[src/rtl/shift_pkg.sv]
// Shared encodings for the shift_stream block: refill modes and FSM states.
// Also holds the mode decoder so the reserved encoding is handled in one place.
package shift_pkg;

    typedef enum logic [1:0] {
        MODE_ZERO = 2'b00,
        MODE_ROT  = 2'b01,
        MODE_SER  = 2'b10,
        MODE_RSVD = 2'b11
    } mode_e;

    typedef enum logic {
        S_IDLE   = 1'b0,
        S_STREAM = 1'b1
    } state_e;

    // Reserved encoding folds onto zero-fill so mode_q never holds MODE_RSVD.
    function automatic mode_e decode_mode(input logic [1:0] raw);
        case (raw)
            2'b01:   return MODE_ROT;
            2'b10:   return MODE_SER;
            default: return MODE_ZERO;
        endcase
    endfunction

endpackage

[src/rtl/shift_stage.sv]
// One word register of the shift chain; a parallel load beats a shift.
module shift_stage #(
    parameter int WIDTH = 8
) (
    input  logic             clk,
    input  logic             rst,
    input  logic             ld,
    input  logic [WIDTH-1:0] ld_d,
    input  logic             sh,
    input  logic [WIDTH-1:0] sh_d,
    output logic [WIDTH-1:0] q
);

    // NOTE: non-blocking so every stage samples its neighbour's pre-edge value.
    always_ff @(posedge clk) begin
        if (rst) begin
            q <= '0;
        end else if (ld) begin
            q <= ld_d;
        end else if (sh) begin
            q <= sh_d;
        end
    end

endmodule

[src/rtl/shift_stream.sv]
// Parallel-load, word-serial output shift chain with valid/ready handshake,
// selectable stage-0 refill, remaining-beat counter and back-to-back loads.
module shift_stream
    import shift_pkg::*;
#(
    parameter  int WIDTH = 8,
    parameter  int DEPTH = 32,
    localparam int CNT_W = $clog2(DEPTH + 1)
) (
    input  logic                   clk,
    input  logic                   rst,
    input  logic                   load,
    input  logic [DEPTH*WIDTH-1:0] load_data,
    input  logic [1:0]             mode,
    input  logic [WIDTH-1:0]       ser_in,
    output logic                   load_ready,
    output logic [WIDTH-1:0]       out_data,
    output logic                   out_valid,
    input  logic                   out_ready,
    output logic                   busy,
    output logic [CNT_W-1:0]       remaining
);

    state_e           state_q;
    state_e           state_d;
    mode_e            mode_q;
    logic [CNT_W-1:0] remaining_q;
    logic [WIDTH-1:0] stage_q [DEPTH];
    logic [WIDTH-1:0] refill;
    logic             beat;
    logic             last_beat;
    logic             load_fire;

    assign busy       = (state_q == S_STREAM);
    assign beat       = busy && out_ready;
    assign last_beat  = beat && (remaining_q == CNT_W'(1));
    // A load may land on the final beat so consecutive streams have no gap.
    assign load_ready = !busy || ((remaining_q == CNT_W'(1)) && out_ready);
    assign load_fire  = load && load_ready;

    assign out_valid  = busy;
    assign out_data   = stage_q[DEPTH-1];
    assign remaining  = remaining_q;

    always_ff @(posedge clk) begin
        if (rst) begin
            state_q <= S_IDLE;
        end else begin
            state_q <= state_d;
        end
    end

    // NOTE: default first so no path leaves state_d unassigned (no latch).
    always_comb begin
        state_d = state_q;
        case (state_q)
            S_IDLE: begin
                if (load_fire) begin
                    state_d = S_STREAM;
                end
            end
            S_STREAM: begin
                if (last_beat && !load_fire) begin
                    state_d = S_IDLE;
                end
            end
            default: state_d = S_IDLE;
        endcase
    end

    always_ff @(posedge clk) begin
        if (rst) begin
            remaining_q <= '0;
            mode_q      <= MODE_ZERO;
        end else if (load_fire) begin
            remaining_q <= CNT_W'(DEPTH);
            mode_q      <= decode_mode(mode);
        end else if (beat) begin
            remaining_q <= remaining_q - CNT_W'(1);
        end
    end

    always_comb begin
        refill = '0;
        case (mode_q)
            MODE_ROT: refill = stage_q[DEPTH-1];
            MODE_SER: refill = ser_in;
            default:  refill = '0;
        endcase
    end

    for (genvar i = 0; i < DEPTH; i++) begin : g_stage
        logic [WIDTH-1:0] sh_d;

        if (i == 0) begin : g_head
            assign sh_d = refill;
        end else begin : g_body
            assign sh_d = stage_q[i-1];
        end

        shift_stage #(
            .WIDTH (WIDTH)
        ) u_stage (
            .clk  (clk),
            .rst  (rst),
            .ld   (load_fire),
            .ld_d (load_data[i*WIDTH +: WIDTH]),
            .sh   (beat),
            .sh_d (sh_d),
            .q    (stage_q[i])
        );
    end

endmodule

[config.mk]
export PLATFORM = sky130hd
export DESIGN_NAME = shift_stream
export DESIGN_NICKNAME = d
export VERILOG_FILES = /design/src/rtl/shift_pkg.sv /design/src/rtl/shift_stage.sv /design/src/rtl/shift_stream.sv
export SDC_FILE = /design/constraint.sdc
export NUM_CORES = 1
export LEC_CHECK = 0
export ABC_AREA = 1
export BUFFER_PORTS_ARGS = -buffer_cell sky130_fd_sc_hd__buf_2
export CELL_PAD_IN_SITES_DETAIL_PLACEMENT = 1
export CELL_PAD_IN_SITES_GLOBAL_PLACEMENT = 2
export CORE_MARGIN = 2
export CORE_UTILIZATION = 29
export CTS_BUF_LIST = sky130_fd_sc_hd__clkbuf_8
export CTS_CLUSTER_DIAMETER = 100
export DETAILED_ROUTE_END_ITERATION = 7
export GPL_ROUTABILITY_DRIVEN = 0
export PLACE_DENSITY_LB_ADDON = 0.15
export SLEW_MARGIN = 20
export SYNTH_ARGS = -nofsm -noshare
export SYNTH_HDL_FRONTEND = slang
export SYNTH_SLANG_ARGS = --single-unit
[constraint.sdc]
create_clock -name clk -period 2 [get_ports clk]
set_input_delay 0.4 -clock clk [delete_from_list [all_inputs] [get_ports clk]]
set_output_delay 0.4 -clock clk [all_outputs]
set_load 0.02 [all_outputs]
After elaboration in Yosys (flattened, before gate mapping)
Index checks and enable logic that the tools add are counted.
- register bits after elaboration: 265
- bits of input ports: 270
- output and inout bits: 17
- $add $sub $neg: 1
- equality and inequality tests: 5
- muxes and demuxes: 71
- bitwise logic cells: 1
- reduce and logical (&&, ||, !) cells: 10
- operators by type and width (operator ; count):
    $mux W8 ; 64
    $pmux W8 S2 ; 1
    $mux W6 ; 2
    $eq A6 B1 Y1 const B ; 1
    $sub A6 B1 Y6 const B ; 1
    $logic_and A1 B1 Y1 ; 5
    $eq A2 B1 Y1 const B ; 2
    $eq A2 B2 Y1 const B ; 2
    $pmux W2 S2 ; 1
    $logic_not A1 Y1 ; 2
    $mux W1 ; 2
    $pmux W1 S2 ; 1
    $reduce_bool A2 Y1 ; 1
    $reduce_or A2 Y1 ; 1
    $logic_or A1 B1 Y1 ; 1
    $not A1 Y1 ; 1

Depth between registers and ports, before layout
- word-level depth: 8
- mapped depth: 12
- gate-level depth less buffers: 11

By module
Synthesis repeated with hierarchy kept, for this count alone.
- cells, all modules: 2049
- area total of the unflattened synthesis: 13734.4 um^2
- modules (own cells, without submodules) (module ; instances ; cells each ; area each (um^2)):
    shift_stage ; 32 ; 61 ; 409.1
    shift_stream ; 1 ; 97 ; 641.9

Worst setup path before layout
No wires, ideal clock.
- kind: register to register
- from: register remaining_q[1], in the netlist remaining[1]
- to: register g_stage[9].u_stage.q[3]
- library setup time: 0.132 ns
- arrival: 1.601 ns
- data required time: 1.868 ns
- path slack: 0.267 ns
- stages on the path, launching flop included: 13
- clock period less this slack: 1.733 ns
- cells stage by stage: dfxtp_1 inv_1 ha_1 nand2_1 clkinv_1 nand3_1 nand2_2 nand2_2 buf_2 buf_2 nand2_1 nand2_1 a21oi_1
- word-level cells in the longest chain between the ends: 5
- elaborated cells on any way between the ends: 6
- RTL lines (item ; RTL line ; text):
    start, declared ; shift_stream.sv:27 ; logic [CNT_W-1:0] remaining_q;
    start signal, assigned ; shift_stream.sv:76 ; remaining_q <= CNT_W'(DEPTH);
    start signal, assigned ; shift_stream.sv:79 ; remaining_q <= remaining_q - CNT_W'(1);
    $eq A6 B1 Y1 (*) ; shift_stream.sv:38 ; assign load_ready = !busy || ((remaining_q == CNT_W'(1)) && out_ready);
    $logic_and A1 B1 Y1 (*) ; shift_stream.sv:38 ;
    $logic_or A1 B1 Y1 (*) ; shift_stream.sv:38 ;
    $logic_and A1 B1 Y1 (*) ; shift_stream.sv:39 ; assign load_fire = load && load_ready;
    $mux W8 / $reduce_bool A2 Y1 (equally long branches) ; -- ;
    end signal, assigned ; shift_stage.sv:19 ; q <= ld_d;
    end, declared ; shift_stage.sv:11 ; output logic [WIDTH-1:0] q
Mark *: on every way between the ends. The rest lies on a longest branch, timed or not.
A chain may end at the register's enable or synchronous reset.

Worst setup path after layout
- from: register remaining_q[1], in the netlist remaining[1]
- to: output port load_ready
- word-level cells in the longest chain between the ends: 3
- RTL lines (item ; RTL line ; text):
    $eq A6 B1 Y1 ; shift_stream.sv:38 ;
    $logic_and A1 B1 Y1 ; shift_stream.sv:38 ;
    $logic_or A1 B1 Y1 ; shift_stream.sv:38 ;
    end, declared ; shift_stream.sv:16 ; output logic load_ready,
No other way between the ends.

==> out/results.tsv <==
metric	value	unit
first-pass GRT wire length	79600	um
Hold-fix buffers, CTS	0	
mux cell area share after synthesis	0.000721	
achievable frequency	0.488	GHz
post-synthesis compound-gate area fraction	0.0896	
critical path cell sequence	inv_2, ha_4, nand2_4, inv_4, nand3_4, nand2_8, buf_16, buf_8	
FF+latch count, synth	265	
IO buf count	286	
synthesized area	13900	sq um
max-slew violation count	0	
Slew headroom	0.550	
Site Rows	80	
vias in the first global route	15218	
hold crit path type	in2reg	
HPWL after DPL	33200	um
adder-cell area share of the yosys netlist	0.00361	
layout cell share with drive strength beyond 1	0.165	
failing checks	setup timing	
# nets final	2822	
drt first pass iters	4	
clk slew on worst S/H paths	0.06	ns
Critical Path Fanout Max	2	
Die H	223	um
outcome	complete, but fails checks	
post-synthesis xor/xnor area fraction	0	
worst skew pair latency	0.63	ns
pwr/cell area	797	nW/um^2
Clock Tree Root	clkbuf_8	
RSZ-0062 raised after global routing	true	
Sink Count	265	
worst reg2reg path depth	13	
io pins	287	
largest family of logic cells by synthesized area	simple AND/OR/NAND/NOR gates	
residual DRC count	0	
WS Path Type	reg2out	
vias per inst	4.62	
pin count of the biggest net entering global routing	127	
post-synthesis sequential area ratio	0.382	
final worst-path cycle share	1.02	
post-placement cell area	16100	sq um
GRT overflow	0	
Tmin final	2.05	ns
CP Data Arrival Time	1.65	ns
CP Launch Type	flop	
peak supply drop	0.425	mV
final hold violations	0	
Post-DRT Antenna Nets	0	
final worst setup slack	-0.0485	ns
initial antenna violation count	8	
die area	49600	sq um
Hold Path Cell Cnt	3	
Simple-Gate Fraction of Synth Area	0.391	
Synth Area per Inst	5.97	sq um
post-layout util	0.366	
slowest cell on the critical path	dfxtp_2	
CTS tree	built	
Setup-failing EPs final	1	
Syn Inst Count	2327	
Final Cell Area	17400	sq um
area delta synth->final	25.1	%
Least-Margin Pin Slew	0.675	ns
core area	47400	sq um
Lkg Pwr	9.09	nW
synth warn	0	
Starting Density	0.293	
H-Tree Depth	2	
WL final	50200	um
Required @ worst endpoint	1.60	ns
Critical Path End Type	primary output	
CP peak stage delay	0.34	ns
Max Buffers Root-to-Sink	3	
synth unique cells	20	
drt first-iter violations	792	
width of the chip	223	um
max-cap viol count	0	
WL/cell	15.7	um
via count	14793	
Syn Nets	2601	
clk_skew	0.0255	ns
Total GRT Usage	0.198	
TritonCTS Buffers	51	
cells in the mapped netlist, drive strengths merged:
cell type / instances / area share
nor2: 27 / 0.0073
dfxtp: 265 / 0.38
clkbuf: 70 / 0.019
o22ai: 2 / 0.00090
nand2: 1047 / 0.28
o21ai: 1 / 0.00036
ha: 4 / 0.0036
buf: 102 / 0.037
a21oi: 245 / 0.088
nand3: 275 / 0.099
mux2i: 1 / 0.00072
nand3b: 1 / 0.00054
clkinv: 1 / 0.00027
nand4: 1 / 0.00045
inv: 284 / 0.077
or2: 1 / 0.00045
power by group:
| group | internal (mW) | switching [mW] | total [mW] |
|---|---|---|---|
| clock | 2.98 | 2.47 | 5.45 |
| sequential | 5.71 | 0.230 | 5.94 |
| combinational | 0.947 | 1.50 | 2.45 |
layout by cell type (no fill, tap or decap), drive strengths merged:
cell type,instances
clkinv,3
nand2,1047
o22ai,2
diode,3
nor2,27
buf,336
mux2i,1
nand3b,1
or2,1
a21oi,245
dfxtp,265
bufbuf,1
clkbuf,67
ha,4
o21ai,1
nand3,275
inv,307
bufinv,1
nand4,1
through the flow:
stage / setup TNS, ns / power (mW) / cells / hold WS (ns) / worst slack, ns
after floorplan: 0 / 7.47 / 2327 / 0.444 / 0.267
after global placement: 0 / 8.39 / 3100 / 0.452 / 0.138
after detailed placement: 0 / 8.45 / 3100 / 0.456 / 0.118
after CTS: -0.111 / 14.0 / 3195 / 0.0334 / -0.111
after global routing: -0.198 / 14.7 / 3201 / 0.0363 / -0.140
final: -0.0485 / 13.8 / 3203 / 0.0816 / -0.0485
logic make-up (layout without fill, tap and decap cells):
kind of cell,after synthesis,after routing
compound gates,248,248
mux,1,1
fa+ha+maj,4,4
simple gates,1352,1352
buf+inv,457,715
flops,265,265
other cells,0,3
per-layer routing:
metal / share of wire / global-route usage
met4: 0.021 / 0.0546
met3: 0.045 / 0.0413
met2: 0.47 / 0.333
met1: 0.47 / 0.257
met5: 0.00070 / 0
layout make-up:
type / count / area (sq um)
multi-input cells: 1605 / 6830
repair buffers: 340 / 2360
clock inverters: 26 / 128
fillers: 6347 / 30100
well taps: 615 / 769
clock buffers: 64 / 881
flip-flops and latches: 265 / 5310
diodes: 3 / 7.51
inverters: 285 / 1080
final timing paths:
kind,start,to,slack [ns]
max,remaining[1],load_ready,-0.05
min,load,busy,0.08
max reg2reg,remaining[1],g_stage[26].u_stage.q[2],0.07
min reg2reg,g_stage[15].u_stage.q[4],g_stage[15].u_stage.q[4],0.46
critical path: cells and delay by family, from the launching register on:
kind	cells	cell delay, ns
buffers and inverters	4	0.33
flip-flops	1	0.34
AND/OR/NAND/NOR	3	0.19
adder cells (fa/ha/maj)	1	0.15
sequential cells by signal (all words and copies together) (netlist names):
name               flops
g_stage.u_stage.q    256
remaining              6
busy                   1
mode_q                 2
timing repair:
item                       CTS  global route
setup endpoints to repair    1            55
gates cloned                 1             2
resized for setup           14            19
pin swaps                    2             2
buffers inserted             4             3
No activity file was read; power rests on OpenSTA's default activity.
